### config.mk
export PLATFORM = sky130hd
export DESIGN_NAME = regfile_param
export DESIGN_NICKNAME = d
export VERILOG_FILES = /design/src/rtl/regfile_pkg.sv /design/src/rtl/regfile_clear_ctrl.sv /design/src/rtl/regfile_param.sv
export SDC_FILE = /design/constraint.sdc
export NUM_CORES = 1
export LEC_CHECK = 0
export CAP_MARGIN = 20
export CORE_UTILIZATION = 45
export CTS_CLUSTER_SIZE = 25
export DETAILED_ROUTE_END_ITERATION = 12
export GPL_ROUTABILITY_DRIVEN = 0
export PLACE_DENSITY = 0.72
export SYNTH_ARGS = -nofsm -noshare
export SYNTH_HDL_FRONTEND = slang
export SYNTH_SLANG_ARGS = --single-unit
### constraint.sdc
create_clock -name clk -period 5.1 [get_ports clk]
set_input_delay 1.275 -clock clk [delete_from_list [all_inputs] [get_ports clk]]
set_output_delay 1.275 -clock clk [all_outputs]
set_load 0.02 [all_outputs]
### src/rtl/regfile_pkg.sv
// regfile_pkg: shared types and defaults
// for the parameterised register file.
package regfile_pkg;

  typedef enum logic {
    CLEAR = 1'b0,
    RUN   = 1'b1
  } rf_state_e;

  localparam int DEF_DATA_W = 8;
  localparam int DEF_DEPTH  = 16;

endpackage

### src/rtl/regfile_clear_ctrl.sv
// regfile_clear_ctrl: post-reset sweep that
// zeroes every register before normal use.
module regfile_clear_ctrl
  import regfile_pkg::*;
#(
  parameter int DEPTH  = DEF_DEPTH,
  parameter int ADDR_W = $clog2(DEPTH)
) (
  input  logic              clk,
  input  logic              rst_n,
  output logic              busy,
  output logic              clr_we,
  output logic [ADDR_W-1:0] clr_idx
);

  localparam logic [ADDR_W-1:0] LAST =
    ADDR_W'(DEPTH - 1);

  rf_state_e         r_state;
  rf_state_e         w_state_nxt;
  logic [ADDR_W-1:0] r_idx;
  logic [ADDR_W-1:0] w_idx_nxt;

  // state and sweep index registers
  always_ff @(posedge clk or negedge rst_n) begin
    if (!rst_n) begin
      r_state <= CLEAR;
      r_idx   <= '0;
    end else begin
      r_state <= w_state_nxt;
      r_idx   <= w_idx_nxt;
    end
  end

  // sweep one register per cycle, then run
  always_comb begin
    w_state_nxt = r_state;
    w_idx_nxt   = r_idx;
    clr_we      = 1'b0;
    unique case (r_state)
      CLEAR: begin
        clr_we    = 1'b1;
        w_idx_nxt = r_idx + ADDR_W'(1);
        if (r_idx == LAST) begin
          w_state_nxt = RUN;
        end
      end
      RUN: begin
        w_idx_nxt = '0;
      end
      default: begin
        w_state_nxt = CLEAR;
      end
    endcase
  end

  assign busy    = (r_state == CLEAR);
  assign clr_idx = r_idx;

endmodule

### src/rtl/regfile_param.sv
// regfile_param: 1W2R register file with
// write-first bypass and optional zero reg.
module regfile_param
  import regfile_pkg::*;
#(
  parameter int DATA_W   = DEF_DATA_W,
  parameter int DEPTH    = DEF_DEPTH,
  parameter int ADDR_W   = $clog2(DEPTH),
  parameter int ZERO_REG = 0
) (
  input  logic              clk,
  input  logic              rst_n,
  input  logic              we,
  input  logic [ADDR_W-1:0] replaceSel,
  input  logic [DATA_W-1:0] replaceData,
  input  logic [ADDR_W-1:0] A_sel,
  input  logic [ADDR_W-1:0] B_sel,
  output logic [DATA_W-1:0] A,
  output logic [DATA_W-1:0] B,
  output logic              busy
);

  localparam bit ZR = (ZERO_REG != 0);

  logic [DATA_W-1:0] r_regs [DEPTH];
  logic              w_busy;
  logic              w_clr_we;
  logic [ADDR_W-1:0] w_clr_idx;
  logic              w_wr_ok;

  regfile_clear_ctrl #(
    .DEPTH  (DEPTH),
    .ADDR_W (ADDR_W)
  ) u_clr (
    .clk     (clk),
    .rst_n   (rst_n),
    .busy    (w_busy),
    .clr_we  (w_clr_we),
    .clr_idx (w_clr_idx)
  );

  assign busy = w_busy;

  assign w_wr_ok = we && !w_busy &&
    !(ZR && (replaceSel == '0));

  // storage: clear sweep has priority,
  // contents deliberately not reset
  always_ff @(posedge clk) begin
    if (w_busy && w_clr_we) begin
      r_regs[w_clr_idx] <= '0;
    end else if (w_wr_ok) begin
      r_regs[replaceSel] <= replaceData;
    end
  end

  function automatic logic [DATA_W-1:0]
    rd(input logic [ADDR_W-1:0] sel);
    logic [DATA_W-1:0] v;
    v = r_regs[sel];
    if (w_busy) begin
      v = '0;
    end else if (ZR && (sel == '0)) begin
      v = '0;
    end else if (we && (sel == replaceSel)) begin
      v = replaceData;
    end
    return v;
  endfunction

  // read ports with bypass and masking
  always_comb begin
    A = rd(A_sel);
    B = rd(B_sel);
  end

endmodule

==> results of run 1 <==
==> flip-flops by register name, summed over array words and instances, names as in the netlist <==
| name | flops |
|---|---|
| r_regs | 128 |
| u_clr.clr_idx | 4 |
| u_clr.r_state | 1 |
==> final cells by class <==
cell class	count	area, sq um	area share
tap	184	230	0.0295
inverter	4	15.0	0.00193
clock inverter	15	178	0.0228
sequential	133	3970	0.509
timing repair buffer	50	526	0.0674
multi-input combinational	205	2450	0.314
clock buffer	17	425	0.0546
==> power breakdown <==
group	internal, mW	switching [mW]
Sequential	1.20	0.000939
Combinational	0.107	0.130
Clock	0.770	0.471
==> metrics by stage <==
stage           util  instances
4_1_cts        0.536        608
2_1_floorplan      -        369
6_report       0.536        608
5_1_grt        0.536        608
3_5_place_dp   0.494        576
3_3_place_gp   0.494        576
==> critical path: stages <==
cell,delay [ps]
clkdlybuf4s50_1,510
xor2_1,200
nor4_1,440
and2_2,410
a22o_1,220
clkdlybuf4s50_1,620
==> cell usage after synthesis, drive strengths merged <==
| library cell | count |
|---|---|
| edfxtp | 128 |
| mux4 | 64 |
| a22oi | 33 |
| nor2 | 24 |
| nand2 | 19 |
| buf | 18 |
| a22o | 16 |
| and3 | 8 |
| xor2 | 8 |
| clkdlybuf4s25 | 6 |
| a21oi | 5 |
| and2 | 5 |
| dfrtp | 5 |
| a31oi | 4 |
| inv | 4 |
| nor3 | 4 |
| clkbuf | 3 |
| nor2b | 3 |
| nor3b | 3 |
| and2b | 2 |
| nand3 | 2 |
| nor4 | 2 |
| xnor2 | 2 |
| ha | 1 |
==> per-layer routing <==
metal / global-route usage / part of all wire / up-vias
met5: 0 / 0 / -
met4: 0.0896 / 0.019 / 0
met3: 0.0554 / 0.085 / 26
met2: 0.338 / 0.49 / 221
met1: 0.304 / 0.41 / 2021
li1: - / - / 1669
==> worst paths after layout <==
| path | endpoint | slack, ps | cells past startpoint | startpoint |
|---|---|---|---|---|
| setup / recovery | A[0] | 140 | 6 | A_sel[1] |
| hold / removal | u_clr.clr_idx[0] | 570 | 1 | u_clr.clr_idx[0] |
| setup reg to reg | r_regs[3][0] | 2430 | 4 | u_clr.r_state |
| hold reg to reg | u_clr.clr_idx[0] | 570 | 1 | u_clr.clr_idx[0] |
| max in group asynchronous | u_clr.r_state | 3840 | 1 | rst_n |
| min in group asynchronous | u_clr.clr_idx[2] | 1080 | 1 | rst_n |
==> cells by family after synthesis <==
group	synth area share
buf+inv	0.0397
simple gates	0.0511
xor+xnor	0.0131
flops	0.594
fa+ha+maj	0.00187
compound gates	0.0656
mux	0.235
==> results.sh, run 1 <==
export IMPL_status="finished, final reports clean"
export IMPL_syn_area_sq_um=6680
export IMPL_final_area_sq_um=7790
export IMPL_syn_area_per_cell_sq_um=18.1
export IMPL_synth_top_area_cell="edfxtp_1"
export IMPL_cts_resized=1
export IMPL_timing_hold_ws_ps=572
export IMPL_cts_sinks=133
export IMPL_criticalPathCategory="input pin to output port"
export IMPL_yosysWarnings=0
export IMPL_n_antenna_cell=0
export IMPL_arrival_ps=3680
export IMPL_syn_nets=393
export IMPL_place_area_sq_um=7190
export IMPL_powerDensity_nw_per_um2=344
export IMPL_synth_area_leaders="edfxtp_1 58%, mux4_1 13%, mux4_2 10%"
export IMPL_post_route_drc_count=0
export IMPL_synth_seq_area_share=0.594
export IMPL_synth_top_cell_area_share=0.575
export IMPL_tightest_slew_ps=1060
export IMPL_total_power_mw=2.68
export IMPL_grt_usage=0.221
export IMPL_wire_per_inst_microns=25.7
export IMPL_firstDrtPassIters=5
export IMPL_cts_tree="built"
export IMPL_peakVddDrop_mv=0.232
export IMPL_crit_required_ps=3830
export IMPL_vias=3937
export IMPL_fin_nets=435
export IMPL_cp_start_kind="input pin"
export IMPL_layout_common_cells="128 x edfxtp_1, 37 x clkdlybuf4s50_1, 33 x a22oi_1"
export IMPL_layout_commonest_cell="edfxtp_1"
export IMPL_ctsHtreeMaxLevel=4
export IMPL_final_antenna_net_count=0
export IMPL_grt_overflow=0
export IMPL_slew_viol_final=0
export IMPL_die_y_microns=124
export IMPL_fmax_mhz=202
export IMPL_netlist_instances=369
export IMPL_synth_seq_cells=133
export IMPL_antenna_found_initial=0
export IMPL_grt_pass1_vias=4042
export IMPL_clk_insertion_delay_late_ps=420
export IMPL_setup_viol=0
export IMPL_worst_clock_skew_ps=9.34
export IMPL_port_buffers=39
export IMPL_grt_setup_unrepaired="false"
export IMPL_relSlewSlack=0.290
export IMPL_grt_max_degree=33
export IMPL_min_period_over_period=0.973
export IMPL_drive_above_1_share=0.184
export IMPL_num_fill_cells=1169
export IMPL_die_area_sq_um=15300
export IMPL_period_minus_slack_ps=4960
export IMPL_min_path_type="register to register"
export IMPL_std_cell_rows=44
export IMPL_maxCapViolCount=0
export IMPL_post_cts_buffers=0
export IMPL_syn_to_final_growth_pct=16.7
export IMPL_worstSetupEndpointType="output port"
export IMPL_io_pins=40
export IMPL_hold_buffers=0
export IMPL_dpl_hpwl_mm=10.2
export IMPL_grt_pass1_wl_mm=23.4
export IMPL_layout_setup_ws_ps=140
export IMPL_crit_fanout=8
export IMPL_drt_iter0_drc=441
export IMPL_cts_root_buf="clkbuf_16"
export IMPL_hold_viol=0
export IMPL_core_sq_um=14500
export IMPL_clock_path_buffers=2
export IMPL_p_leak_nw=2.89
export IMPL_pre_cts_slack_ps=4.31
export IMPL_via_per_inst=6.48
export IMPL_path_clk_slew_ps=60
export IMPL_numCtsBuffers=17
export IMPL_die_w_microns=124
export IMPL_fin_setup_tns_ps=0
export IMPL_drt_total_wl_mm=15.6
export IMPL_synth_distinct_cells=30
export IMPL_start_util=0.460
Power figures use the tool's default switching activity.
==> inputs of run 2 (changes only) <==
--- a/config.mk
+++ b/config.mk
@@ -6,11 +6,12 @@
 export NUM_CORES = 1
 export LEC_CHECK = 0
 export CAP_MARGIN = 20
-export CORE_UTILIZATION = 45
+export CORE_UTILIZATION = 60
 export CTS_CLUSTER_SIZE = 25
 export DETAILED_ROUTE_END_ITERATION = 12
 export GPL_ROUTABILITY_DRIVEN = 0
-export PLACE_DENSITY = 0.72
+export PLACE_DENSITY = 0.89
 export SYNTH_ARGS = -nofsm -noshare
 export SYNTH_HDL_FRONTEND = slang
 export SYNTH_SLANG_ARGS = --single-unit
+export TNS_END_PERCENT = 100
==> constraint.sdc (replaced) <==
create_clock -name clk -period 5.22 [get_ports clk]
set_input_delay 1.305 -clock clk [delete_from_list [all_inputs] [get_ports clk]]
set_output_delay 1.305 -clock clk [all_outputs]
set_load 0.02 [all_outputs]
==> results.sh, run 2 (same netlist as run 1, synthesis figures left out) <==
export IMPL_status="finished, final reports clean"
export IMPL_firstDrtPassIters=7
export IMPL_tightest_slew_ps=1140
export IMPL_hold_buffers=0
export IMPL_fmax_mhz=195
export IMPL_p_leak_nw=2.87
export IMPL_layout_commonest_cell="edfxtp_1"
export IMPL_die_w_microns=108
export IMPL_crit_fanout=8
export IMPL_top_register="r_regs"
export IMPL_drive_above_1_share=0.179
export IMPL_post_cts_buffers=0
export IMPL_routed_wl_met2_mm=8.17
export IMPL_cts_resized=0
export IMPL_vias=4215
export IMPL_wl_met3_mm=2.09
export IMPL_port_buffers=39
export IMPL_seqPwrFrac=0.459
export IMPL_min_period_over_period=0.985
export IMPL_post_route_drc_count=0
export IMPL_pre_cts_slack_ps=169
export IMPL_grt_pass1_wl_mm=25.1
export IMPL_n_antenna_cell=0
export IMPL_die_area_sq_um=11600
export IMPL_criticalPathCategory="input pin to output port"
export IMPL_num_fill_cells=643
export IMPL_layout_common_cells="128 x edfxtp_1, 37 x clkdlybuf4s50_1, 33 x a22oi_1"
export IMPL_wire_per_inst_microns=30.0
export IMPL_cp_start_kind="input pin"
export IMPL_syn_to_final_growth_pct=15.1
export IMPL_rrSetupSlack_ps=2550
export IMPL_powerDensity_nw_per_um2=333
export IMPL_setup_viol=0
export IMPL_drt_iter0_drc=685
export IMPL_grt_overflow=0
export IMPL_relSlewSlack=0.236
export IMPL_p_sw_frac=0.220
export IMPL_clkPwrFrac=0.450
export IMPL_io_pins=40
export IMPL_largest_register_ffs=128
export IMPL_final_antenna_net_count=0
export IMPL_std_cell_rows=38
export IMPL_worst_clock_skew_ps=4.97
export IMPL_internal_power_mw=2.00
export IMPL_core_sq_um=10800
export IMPL_grt_usage=0.312
export IMPL_hold_viol=0
export IMPL_crit_required_ps=3910
export IMPL_peakVddDrop_mv=0.212
export IMPL_grt_setup_unrepaired="false"
export IMPL_numCtsBuffers=17
export IMPL_top_layer_used="met4"
export IMPL_cts_tree="built"
export IMPL_cts_root_buf="clkbuf_8"
export IMPL_antenna_found_initial=0
export IMPL_period_minus_slack_ps=5140
export IMPL_path_clk_slew_ps=60
export IMPL_wl_met1_mm=5.88
export IMPL_grt_max_degree=34
export IMPL_fin_setup_tns_ps=0
export IMPL_cts_sinks=133
export IMPL_min_path_type="register to register"
export IMPL_clock_path_buffers=2
export IMPL_layout_setup_ws_ps=78.6
export IMPL_clk_insertion_delay_late_ps=520
export IMPL_start_util=0.616
export IMPL_utilization=0.709
export IMPL_ctsHtreeMaxLevel=4
export IMPL_maxCapViolCount=0
export IMPL_via_per_inst=7.47
export IMPL_worstSetupEndpointType="output port"
export IMPL_grt_pass1_vias=4335
export IMPL_p_sw_uw=563
export IMPL_dpl_hpwl_mm=10.3
export IMPL_combPwrFrac=0.091
export IMPL_arrival_ps=3840
export IMPL_die_y_microns=108
export IMPL_slew_viol_final=0
export IMPL_drt_total_wl_mm=16.9
export IMPL_fin_nets=435
## run 2: power by group through the flow
stage	clock [mW]	sequential [mW]	combinational, mW
5_1_grt	1.20	1.18	0.244
3_5_place_dp	0	1.20	0.226
4_1_cts	1.16	1.18	0.230
2_1_floorplan	0	1.20	0.146
3_3_place_gp	0	1.20	0.220
6_report	1.15	1.18	0.234
## run 2: metal layers
metal  track usage  vias to the layer above
met4         0.166                        0
li1              -                     1671
met1         0.395                     2095
met5             0                        -
met2         0.486                      370
met3        0.0981                       79
## run 2: metrics by stage
| stage | cells | hold slack [ps] | instance area [sq um] | power (mW) |
|---|---|---|---|---|
| after floorplan | 369 | 495 | 6680 | 1.34 |
| after global placement | 532 | 537 | 7110 | 1.42 |
| after detailed placement | 532 | 550 | 7110 | 1.42 |
| after CTS | 564 | 558 | 7680 | 2.56 |
| after global routing | 564 | 600 | 7690 | 2.62 |
| final | 564 | 573 | 7690 | 2.56 |
## run 2: critical path: stages
cell and delay (ps):
clkdlybuf4s50_1 610, xor2_1 190, nor4_1 80, a21oi_1 740, a22o_1 280, clkdlybuf4s50_1 620
## run 2: layout make-up
cell class / count / area (sq um) / area share
repair buffers: 50 / 500 / 0.0651
well taps: 140 / 175 / 0.0228
inverters: 4 / 15.0 / 0.00195
flip-flops and latches: 133 / 3970 / 0.516
multi-input cells: 205 / 2450 / 0.319
clock buffers: 18 / 418 / 0.0544
clock inverters: 14 / 160 / 0.0208
## run 2: final timing paths
kind                             startpoint          endpoint  cells after the start
max                           replaceSel[2]              A[0]                      6
min                        u_clr.clr_idx[0]  u_clr.clr_idx[0]                      1
max reg2reg                   u_clr.r_state     r_regs[14][4]                      3
min reg2reg                u_clr.clr_idx[0]  u_clr.clr_idx[0]                      1
max in group asynchronous             rst_n  u_clr.clr_idx[1]                      1
min in group asynchronous             rst_n  u_clr.clr_idx[3]                      1
